===== config.mk =====
export PLATFORM = sky130hd
export DESIGN_NAME = spi_reg_bank_flat
export DESIGN_NICKNAME = d
export VERILOG_FILES = /design/src/rtl/spi_reg_bank_if.sv /design/src/rtl/spi_reg_bank.sv /design/src/flat_wrapper.sv
export SDC_FILE = /design/constraint.sdc
export NUM_CORES = 1
export LEC_CHECK = 0
export BUFFER_PORTS_ARGS = -buffer_cell sky130_fd_sc_hd__buf_4
export CELL_PAD_IN_SITES_DETAIL_PLACEMENT = 1
export CELL_PAD_IN_SITES_GLOBAL_PLACEMENT = 2
export CORE_ASPECT_RATIO = 2
export CORE_MARGIN = 2
export CORE_UTILIZATION = 43
export CTS_BUF_LIST = sky130_fd_sc_hd__clkbuf_2
export DETAILED_ROUTE_END_ITERATION = 7
export PLACE_DENSITY_LB_ADDON = 0.25
export SLEW_MARGIN = 40
export SYNTH_ARGS = -nofsm -noshare
export SYNTH_HDL_FRONTEND = slang
export SYNTH_SLANG_ARGS = --single-unit

===== constraint.sdc =====
create_clock -name clk -period 4.2 [get_ports clk]
set_input_delay 0.84 -clock clk [delete_from_list [all_inputs] [get_ports clk]]
set_output_delay 0.84 -clock clk [all_outputs]
set_load 0.02 [all_outputs]

===== src/rtl/spi_reg_bank_if.sv =====
// SPI pin bundle for spi_reg_bank.
//   sclk, ncs, copi : controller -> peripheral (asynchronous to the peripheral clock)
//   cipo, cipo_oe   : peripheral -> controller read data and its pad output enable
interface spi_reg_bank_if;
  logic sclk;
  logic ncs;
  logic copi;
  logic cipo;
  logic cipo_oe;

  modport master (output sclk, output ncs, output copi, input cipo, input cipo_oe);
  modport slave  (input sclk, input ncs, input copi, output cipo, output cipo_oe);
endinterface


===== src/rtl/spi_reg_bank.sv =====
// SPI mode-0 peripheral holding a bank of NUM_REGS configuration registers.
// Frames are {rw, addr[ADDR_W], data[DATA_W]}, MSB first; rw=1 writes, rw=0 reads
// the addressed register back on cipo during the data phase.
// Ports:
//   clk, rst_n : system clock, asynchronous active-low reset
//   spi        : SPI pins (slave modport), all sampled through synchronisers
//   regs_flat  : register k at [k*DATA_W +: DATA_W]
//   wr_strobe  : one-clk pulse on bit k when register k is written
//   frame_err  : one-clk pulse when a frame ends with the wrong bit count
module spi_reg_bank #(
  parameter int unsigned ADDR_W      = 7,
  parameter int unsigned DATA_W      = 8,
  parameter int unsigned NUM_REGS    = 5,
  parameter int unsigned SYNC_STAGES = 2
) (
  input  logic                         clk,
  input  logic                         rst_n,
  spi_reg_bank_if.slave                spi,
  output logic [NUM_REGS*DATA_W-1:0]   regs_flat,
  output logic [NUM_REGS-1:0]          wr_strobe,
  output logic                         frame_err
);

  localparam int unsigned FRAME_W = 1 + ADDR_W + DATA_W;
  localparam int unsigned CNT_W   = $clog2(FRAME_W + 2);
  localparam logic [CNT_W-1:0] CNT_ADDR = CNT_W'(ADDR_W);
  localparam logic [CNT_W-1:0] CNT_DATA = CNT_W'(1 + ADDR_W);
  localparam logic [CNT_W-1:0] CNT_LAST = CNT_W'(FRAME_W);
  localparam logic [CNT_W-1:0] CNT_SAT  = CNT_W'(FRAME_W + 1);

  // Synchronisers plus one edge-detect flop; reset low so a frame already
  // in progress at reset release never produces an ncs falling edge.
  logic [SYNC_STAGES-1:0] sclk_sync, ncs_sync, copi_sync;
  logic                   sclk_d, ncs_d;

  always_ff @(posedge clk or negedge rst_n) begin
    if (!rst_n) begin
      sclk_sync <= '0;
      ncs_sync  <= '0;
      copi_sync <= '0;
      sclk_d    <= 1'b0;
      ncs_d     <= 1'b0;
    end else begin
      sclk_sync <= {sclk_sync[SYNC_STAGES-2:0], spi.sclk};
      ncs_sync  <= {ncs_sync[SYNC_STAGES-2:0], spi.ncs};
      copi_sync <= {copi_sync[SYNC_STAGES-2:0], spi.copi};
      sclk_d    <= sclk_sync[SYNC_STAGES-1];
      ncs_d     <= ncs_sync[SYNC_STAGES-1];
    end
  end

  logic sclk_s, ncs_s, copi_s;
  logic sclk_rise_c, sclk_fall_c, ncs_rise_c, ncs_fall_c;

  assign sclk_s      = sclk_sync[SYNC_STAGES-1];
  assign ncs_s       = ncs_sync[SYNC_STAGES-1];
  assign copi_s      = copi_sync[SYNC_STAGES-1];
  assign sclk_rise_c = sclk_s & ~sclk_d;
  assign sclk_fall_c = ~sclk_s & sclk_d;
  assign ncs_rise_c  = ncs_s & ~ncs_d;
  assign ncs_fall_c  = ~ncs_s & ncs_d;

  // Frame state
  logic                  armed, armed_nxt;
  logic [CNT_W-1:0]      cnt, cnt_nxt;
  logic [FRAME_W-1:0]    shift, shift_nxt;
  logic [DATA_W-1:0]     rd_shift, rd_shift_nxt;
  logic                  rd_frame, rd_frame_nxt;
  logic                  cipo_q, cipo_nxt;
  logic                  cipo_oe_q, cipo_oe_nxt;
  logic [NUM_REGS*DATA_W-1:0] regs_nxt;
  logic [NUM_REGS-1:0]   strobe_nxt;
  logic                  err_nxt;

  always_ff @(posedge clk or negedge rst_n) begin
    if (!rst_n) begin
      armed     <= 1'b0;
      cnt       <= '0;
      shift     <= '0;
      rd_shift  <= '0;
      rd_frame  <= 1'b0;
      cipo_q    <= 1'b0;
      cipo_oe_q <= 1'b0;
      regs_flat <= '0;
      wr_strobe <= '0;
      frame_err <= 1'b0;
    end else begin
      armed     <= armed_nxt;
      cnt       <= cnt_nxt;
      shift     <= shift_nxt;
      rd_shift  <= rd_shift_nxt;
      rd_frame  <= rd_frame_nxt;
      cipo_q    <= cipo_nxt;
      cipo_oe_q <= cipo_oe_nxt;
      regs_flat <= regs_nxt;
      wr_strobe <= strobe_nxt;
      frame_err <= err_nxt;
    end
  end

  assign spi.cipo    = cipo_q;
  assign spi.cipo_oe = cipo_oe_q;

  // Field views: committed frame (shift) and the one about to be shifted (shift_in)
  logic [FRAME_W-1:0] shift_in_c;
  logic               f_rw_c, n_rw_c;
  logic [ADDR_W-1:0]  f_addr_c, n_addr_c;
  logic [DATA_W-1:0]  f_data_c, rd_val_c;

  assign shift_in_c = {shift[FRAME_W-2:0], copi_s};
  assign f_rw_c     = shift[FRAME_W-1];
  assign f_addr_c   = shift[FRAME_W-2 -: ADDR_W];
  assign f_data_c   = shift[DATA_W-1:0];
  assign n_rw_c     = shift_in_c[ADDR_W];
  assign n_addr_c   = shift_in_c[ADDR_W-1:0];

  // Readback mux; unimplemented addresses read as zero
  always_comb begin
    rd_val_c = '0;
    for (int unsigned k = 0; k < NUM_REGS; k++) begin
      if (n_addr_c == ADDR_W'(k)) rd_val_c = regs_flat[k*DATA_W +: DATA_W];
    end
  end

  // Next-state: ncs fall arms, ncs rise commits (and wins over any sclk edge)
  always_comb begin
    armed_nxt    = armed;
    cnt_nxt      = cnt;
    shift_nxt    = shift;
    rd_shift_nxt = rd_shift;
    rd_frame_nxt = rd_frame;
    cipo_nxt     = cipo_q;
    regs_nxt     = regs_flat;
    strobe_nxt   = '0;
    err_nxt      = 1'b0;

    if (ncs_fall_c) begin
      armed_nxt    = 1'b1;
      cnt_nxt      = '0;
      shift_nxt    = '0;
      rd_shift_nxt = '0;
      rd_frame_nxt = 1'b0;
      cipo_nxt     = 1'b0;
    end else if (ncs_rise_c) begin
      armed_nxt    = 1'b0;
      rd_frame_nxt = 1'b0;
      cipo_nxt     = 1'b0;
      if (armed) begin
        if (cnt != CNT_LAST) begin
          err_nxt = 1'b1;
        end else if (f_rw_c) begin
          for (int unsigned k = 0; k < NUM_REGS; k++) begin
            if (f_addr_c == ADDR_W'(k)) begin
              regs_nxt[k*DATA_W +: DATA_W] = f_data_c;
              strobe_nxt[k]                = 1'b1;
            end
          end
        end
      end
    end else if (armed && !ncs_s) begin
      if (sclk_rise_c) begin
        shift_nxt = shift_in_c;
        if (cnt != CNT_SAT) cnt_nxt = cnt + CNT_W'(1);
        // Last address bit just arrived: latch readback on a read frame
        if (cnt == CNT_ADDR && !n_rw_c) begin
          rd_frame_nxt = 1'b1;
          rd_shift_nxt = rd_val_c;
        end
      end else if (sclk_fall_c) begin
        if (rd_frame && cnt >= CNT_DATA && cnt < CNT_LAST) begin
          cipo_nxt     = rd_shift[DATA_W-1];
          rd_shift_nxt = {rd_shift[DATA_W-2:0], 1'b0};
        end else begin
          cipo_nxt = 1'b0;
        end
      end
    end

    cipo_oe_nxt = armed_nxt & ~ncs_s;
  end

endmodule


===== src/flat_wrapper.sv =====
// flat-port wrapper written by rule: the top's interface ports become plain ports
module spi_reg_bank_flat 
#(
  parameter int unsigned ADDR_W      = 7,
  parameter int unsigned DATA_W      = 8,
  parameter int unsigned NUM_REGS    = 5,
  parameter int unsigned SYNC_STAGES = 2
)
  (clk, rst_n, regs_flat, wr_strobe, frame_err, spi_sclk, spi_ncs, spi_copi, spi_cipo, spi_cipo_oe);
  spi_reg_bank_if spi_i ();
  input  logic clk;
  input  logic rst_n;
  output logic [NUM_REGS*DATA_W-1:0] regs_flat;
  output logic [NUM_REGS-1:0] wr_strobe;
  output logic frame_err;
  input wire logic [$bits(spi_i.sclk)-1:0] spi_sclk;
  input wire logic [$bits(spi_i.ncs)-1:0] spi_ncs;
  input wire logic [$bits(spi_i.copi)-1:0] spi_copi;
  output wire logic [$bits(spi_i.cipo)-1:0] spi_cipo;
  output wire logic [$bits(spi_i.cipo_oe)-1:0] spi_cipo_oe;
  assign spi_i.sclk = spi_sclk;
  assign spi_i.ncs = spi_ncs;
  assign spi_i.copi = spi_copi;
  assign spi_cipo = spi_i.cipo;
  assign spi_cipo_oe = spi_i.cipo_oe;
  spi_reg_bank #(.ADDR_W(ADDR_W), .DATA_W(DATA_W), .NUM_REGS(NUM_REGS), .SYNC_STAGES(SYNC_STAGES)) u_core (.clk(clk), .rst_n(rst_n), .spi(spi_i), .regs_flat(regs_flat), .wr_strobe(wr_strobe), .frame_err(frame_err));
endmodule

# After elaboration in Yosys (flattened, before gate mapping)
# Index checks and enable logic that the tools add are counted.
[totals] wordCells=122 output_inout_bits=48 reg_bits=87
[op_classes] eq_ne=14 n_lt_le_gt_ge=2 reduce_logical=27 bitwise_logic=11 addsub=1 n_mux=48
[op_table] operator="8-bit two-way mux" n=12
[op_table] operator="16-bit two-way mux" n=4
[op_table] operator="5-bit two-way mux" n=10
[op_table] operator="6-bit AND reduction" n=5
[op_table] operator="7-bit by 2-bit equality test with 1-bit output, second input constant" n=4
[op_table] operator="1-bit two-way mux" n=22
[op_table] operator="3-bit nonzero test" n=6
[op_table] operator="7-bit by 1-bit equality test with 1-bit output, second input constant" n=2
[op_table] operator="7-bit by 3-bit equality test with 1-bit output, second input constant" n=2
[op_table] operator="7-bit logical NOT" n=2
[op_table] operator="5-bit inequality test, second input constant" n=2
[op_table] operator="3-bit AND reduction" n=3
[op_table] operator="3-bit inequality test, second input constant" n=2
[op_table] operator="1-bit NOT" n=6
[op_table] operator="2-bit nonzero test" n=3
[op_table] operator="5-bit by 1-bit adder with 5-bit output, second input constant" n=1
[op_table] operator="1-bit AND" n=5
[op_table] operator="5-bit by 3-bit equality test with 1-bit output, second input constant" n=1
[op_table] operator="5-bit by 4-bit greater-or-equal comparator with 1-bit output, second input constant" n=1
[op_table] operator="5-bit less-than comparator, second input constant" n=1
[op_table] operator="5-bit AND reduction" n=1
[op_table] operator="1-bit logical AND" n=4
[op_table] operator="4-bit AND reduction" n=1
[op_table] operator="1-bit logical NOT" n=2
[op_table] operator="2-bit inequality test, second input constant" n=1

# Depth between registers and ports, before layout
[logic_depth] word_depth=11 mapped_depth=7 depth_no_buf=6

# Worst setup path before layout
# No wires, ideal clock.
[synth_timing] kind="register -> register" startpoint="register u_core.ncs_sync[1]" endpoint="register u_core.regs_flat[24]" period_less_slack_ns=2.095 path_buffers=1 setup_time_ns=0.125 path_stages_with_launch=8 slack_ns=2.105 required_ns=4.075 t_arrival_ns=1.970 cell_sequence="dfrtp_1 -> inv_1 -> ha_1 -> and3b_1 -> nand4b_4 -> or4_1 -> buf_6 -> mux2_4"
[synth_via] elab_chain_len=4
[synth_rtl] item="from (decl)" line="spi_reg_bank.sv:33" source="logic [SYNC_STAGES-1:0] sclk_sync, ncs_sync, copi_sync;"
[synth_rtl] item="from (signal assigned)" line="spi_reg_bank.sv:45" source="ncs_sync <= {ncs_sync[SYNC_STAGES-2:0], spi.ncs};"
[synth_rtl] item="1-bit NOT" line="spi_reg_bank.sv:61" source="assign ncs_fall_c = ~ncs_s & ncs_d;"
[synth_rtl] item="1-bit AND" line="spi_reg_bank.sv:61"
[synth_rtl] item="1-bit NOT (no line)"
[synth_rtl] item="6-bit AND reduction (no line) (*)"
[synth_rtl] item="to (signal assigned)" line="spi_reg_bank.sv:95" source="regs_flat <= regs_nxt;"
[synth_rtl] item="to (decl)" line="spi_reg_bank.sv:19" source="output logic [NUM_REGS*DATA_W-1:0] regs_flat,"
# Mark *: on every way between the ends. The rest lies on a longest branch, timed or not.
# A chain may end at the register's enable or synchronous reset.

# Final worst setup path
# Ends and elaborated chain as after synthesis.

==> results by group <==
Worst setup path
  • Crit path largest cell delay: approximately 0.71 ns
  • Critical Path Start Type: flop
  • Worst setup EP type: flop
  • WP data arrival: 3.08 ns
  • CP Max Fanout: 15
  • CP Class: flop to flop
  • Worst path cell trace: inv_1 -> ha_1 -> and3b_1 -> nand4b_4 -> or4_1 -> mux2_4
  • WP data required: 4.63 ns
  • CP max stage cell: or4_1
  • Top Family by Delay on Critical Path: simple AND/OR/NAND/NOR gates
  • WP buf/inv: 1

Clock network
  • Worst skew pair latency: ~0.53 ns
  • Clock transition at path regs: 0.24 ns
  • Clock Path Buffers: 2
  • Post-CTS setup buffer count: 0
  • Hold_buf cts: 0
  • CTS Sinks: 87
  • Clock root buffer: clkbuf_2
  • Post-CTS resize count: 0
  • H-Tree Depth: 3
  • TritonCTS clock tree: built
  • Num CTS Buffers: 9

Logic synthesis
  • Syn_area_per_cell: between 10 and 15 um2
  • EDFF count, synth: 0
  • Net Count, Synth: 359
  • Yosys cell types: between 50 and 60
  • Ys flop type: dfrtp_1
  • Yosys warning total: 0
  • Sequential area share after synthesis: between 50% and 60%
  • Async SR Flop Fraction: 100.0%
  • Leading area contributor after synthesis: dfrtp_1
  • Top cells by area, synth: dfrtp_1 54%, mux2_2 9.2%, mux2i_1 4.2%
  • Synth top area share: 53.99%
  • Mapped Area: 4033 um2
  • Synthesized flop and latch total: 87
  • Mapped Cells: 349

Floorplan
  • Total core area: 9259 um2
  • DIE HEIGHT: 141.0 um
  • Die Width: between 70 and 80 um
  • Row Count: 50
  • Die footprint: 10220 um2
  • I/O pin cnt: 53
  • Initial Util: 43.55%

Route
  • DR WL met3: 232 um
  • Drt drc: 0
  • DR pass1 iterations: 4
  • Via Count: 2846
  • DRT iter0 DRCs: 105
  • ANT nets after route: 0
  • Wire per inst: 20.29 um
  • Met1 wire length: 4.111 mm
  • Routed met2 length: 5.565 mm
  • Uppermost layer routed: met4
  • Drt total wl: 10.24 mm
  • Vias per cell: 5.636

Placement
  • Dpl ws: 1.554 ns
  • Routability-driven placement congestion ratio: 0.8187
  • DP HPWL: between 7 and 8 mm
  • IO Port Bufs: 52

Timing
  • RSZ-0062 raised after global routing: no
  • Setup TNS: 0 ns
  • Hold Fails Final Rpt: 0
  • Final Worst Setup Slack: 1.546 ns
  • Achievable frequency: 376.9 MHz
  • Minimum clock period: 2.654 ns
  • Clock Skew: 0.02917 ns
  • Fin. max-slew vios: 0
  • Worst slew pin tran: just over 0.8 ns
  • Endpoints failing setup: 0
  • Tcrit/Tclk final: 63.18%
  • Rel. slew slack: between 40 and 50%

GRT
  • Gr ovfl total: 0
  • Largest net degree at the start of global routing: ~70
  • First-pass GRT wire length: 16.46 mm
  • Antenna violations before repair: 0
  • Tot GR Track Use: 21.45%
  • Vias in the first global route: just over 3000

Status
  • Outcome: finished, final reports clean

Final layout
  • Nets: 406
  • Area growth syn-to-layout: 15.14%
  • Antenna cell count: 0
  • Layout cells sized above 1: a little under a third

Power and ir drop
  • Leak pwr: 0.002232 uW
  • Pwr dens: 349.8 nW/um2
  • Max IR drop VDD: ~0.18 mV

Min path
  • Worst hold path type: input pin to asynchronous set/reset pin

Flow run
  • # Max-Cap Violations: 0
[layout by cell type (no fill, tap or decap), types with 5 or more instances in the layout]
| cell | Yosys | routed |
|---|---|---|
| nor3_1 | 13 | 13 |
| ha_1 | 5 | 5 |
| buf_4 | 0 | 54 |
| o21ai_0 | 21 | 21 |
| o22ai_1 | 14 | 14 |
| dfrtp_1 | 87 | 87 |
| mux2i_1 | 17 | 17 |
| nand2_1 | 45 | 45 |
| inv_1 | 15 | 15 |
| mux2_2 | 33 | 33 |
| a21o_1 | 5 | 5 |
| mux2_4 | 8 | 8 |
| nor2_1 | 8 | 8 |
| nand2b_1 | 5 | 5 |
| clkbuf_2 | 0 | 9 |
[cells by family (layout without fill, tap and decap cells)]
logic type	count (synthesis)	count (layout)	synth area share, %
AND/OR/NAND/NOR	101	101	14.18
multiplexers	58	58	16.41
adder cells (fa/ha/maj)	5	5	1.551
flip-flops	87	87	53.99
buffers and inverters	35	87	3.661
AO/OA/AOI/OAI	63	63	10.21
[where the power goes]
part,internal [uW],total [uW],switching [uW]
logic,73.6,193,119
registers,875,940,64.7
clock network,197,492,295
total,1150,1620,478
[worst paths after layout]
| path | start | end | slack [ns] | cells past startpoint |
|---|---|---|---|---|
| max | u_core.ncs_sync[1]$_DFF_PN0_ | u_core.regs_flat[24]$_DFFE_PN0P_ | 1.55 | 6 |
| min reg2reg | u_core.sclk_sync[0]$_DFF_PN0_ | u_core.sclk_sync[1]$_DFF_PN0_ | 0.38 | 0 |
| min | rst_n | u_core.rd_shift[1]$_DFFE_PN0P_ | 0.27 | 1 |
| min in group clk | u_core.sclk_sync[0]$_DFF_PN0_ | u_core.sclk_sync[1]$_DFF_PN0_ | 0.38 | 0 |
| max reg2reg | u_core.ncs_sync[1]$_DFF_PN0_ | u_core.regs_flat[24]$_DFFE_PN0P_ | 1.55 | 6 |
| max in group asynchronous | rst_n | u_core.cnt[0]$_DFFE_PN0P_ | 3.22 | 2 |
[Yosys cell counts, drive strengths merged, types with 2 or more instances]
| cell | count |
|---|---|
| a22o | 2 |
| nor2 | 8 |
| o22a | 2 |
| mux2i | 17 |
| a21o | 5 |
| ha | 5 |
| o31ai | 4 |
| mux2 | 41 |
| nand2b | 5 |
| or4 | 2 |
| nor2b | 2 |
| nor3 | 14 |
| nand3 | 4 |
| a21oi | 3 |
| clkbuf | 14 |
| nand3b | 3 |
| buf | 5 |
| or2 | 4 |
| dfrtp | 87 |
| and2 | 3 |
| o21ai | 22 |
| nor4 | 2 |
| nand2 | 45 |
| o22ai | 14 |
| inv | 15 |
[per-layer routing]
layer	track usage (%)	vias to the layer above
met5	0	-
met4	9.259	0
met3	2.859	13
met2	37.71	52
met1	25.62	1453
li1	-	1328
[worst reg2reg max path, delay by kind of cell, from the launching register on]
kind / cells / cell delay (ns)
AND/OR/NAND/NOR: 3 / 1.24
flip-flops: 1 / 0.47
adder cells (fa/ha/maj): 1 / 0.40
multiplexers: 1 / 0.39
buffers and inverters: 1 / 0.08
[cell type report]
cell class | count | area, um2
inverter | 16 | 60.06
fill | 1013 | 4616
multi-input combinational | 227 | 1717
tap | 104 | 130.1
clock buffer | 9 | 45.04
timing repair buffer | 55 | 416.7
clock inverter | 7 | 97.59
sequential | 87 | 2177
[state kept, by name, indices dropped and copies added (netlist names), 2 cells and up]
| register | flops |
|---|---|
| u_core.regs_flat | 40 |
| u_core.shift | 16 |
| u_core.rd_shift | 8 |
| u_core.cnt | 5 |
| u_core.wr_strobe | 5 |
| u_core.copi_sync | 2 |
| u_core.ncs_sync | 2 |
| u_core.sclk_sync | 2 |
[metrics by stage]
step / instance area (um2) / hold slack, ns / util (%) / power [uW] / cells
after floorplan: 4033 / 0.3312 / - / 1068 / 349
after CTS: 4643 / 0.2510 / 50.15 / 1653 / 505
final: 4643 / 0.2725 / 50.15 / 1624 / 505
after detailed placement: 4501 / 0.3389 / 48.61 / 1154 / 489
after global placement: 4492 / 0.3346 / 48.51 / 1144 / 489
after global routing: 4643 / 0.2629 / 50.15 / 1710 / 505
Note: power is estimated with default switching activity, not from simulation.
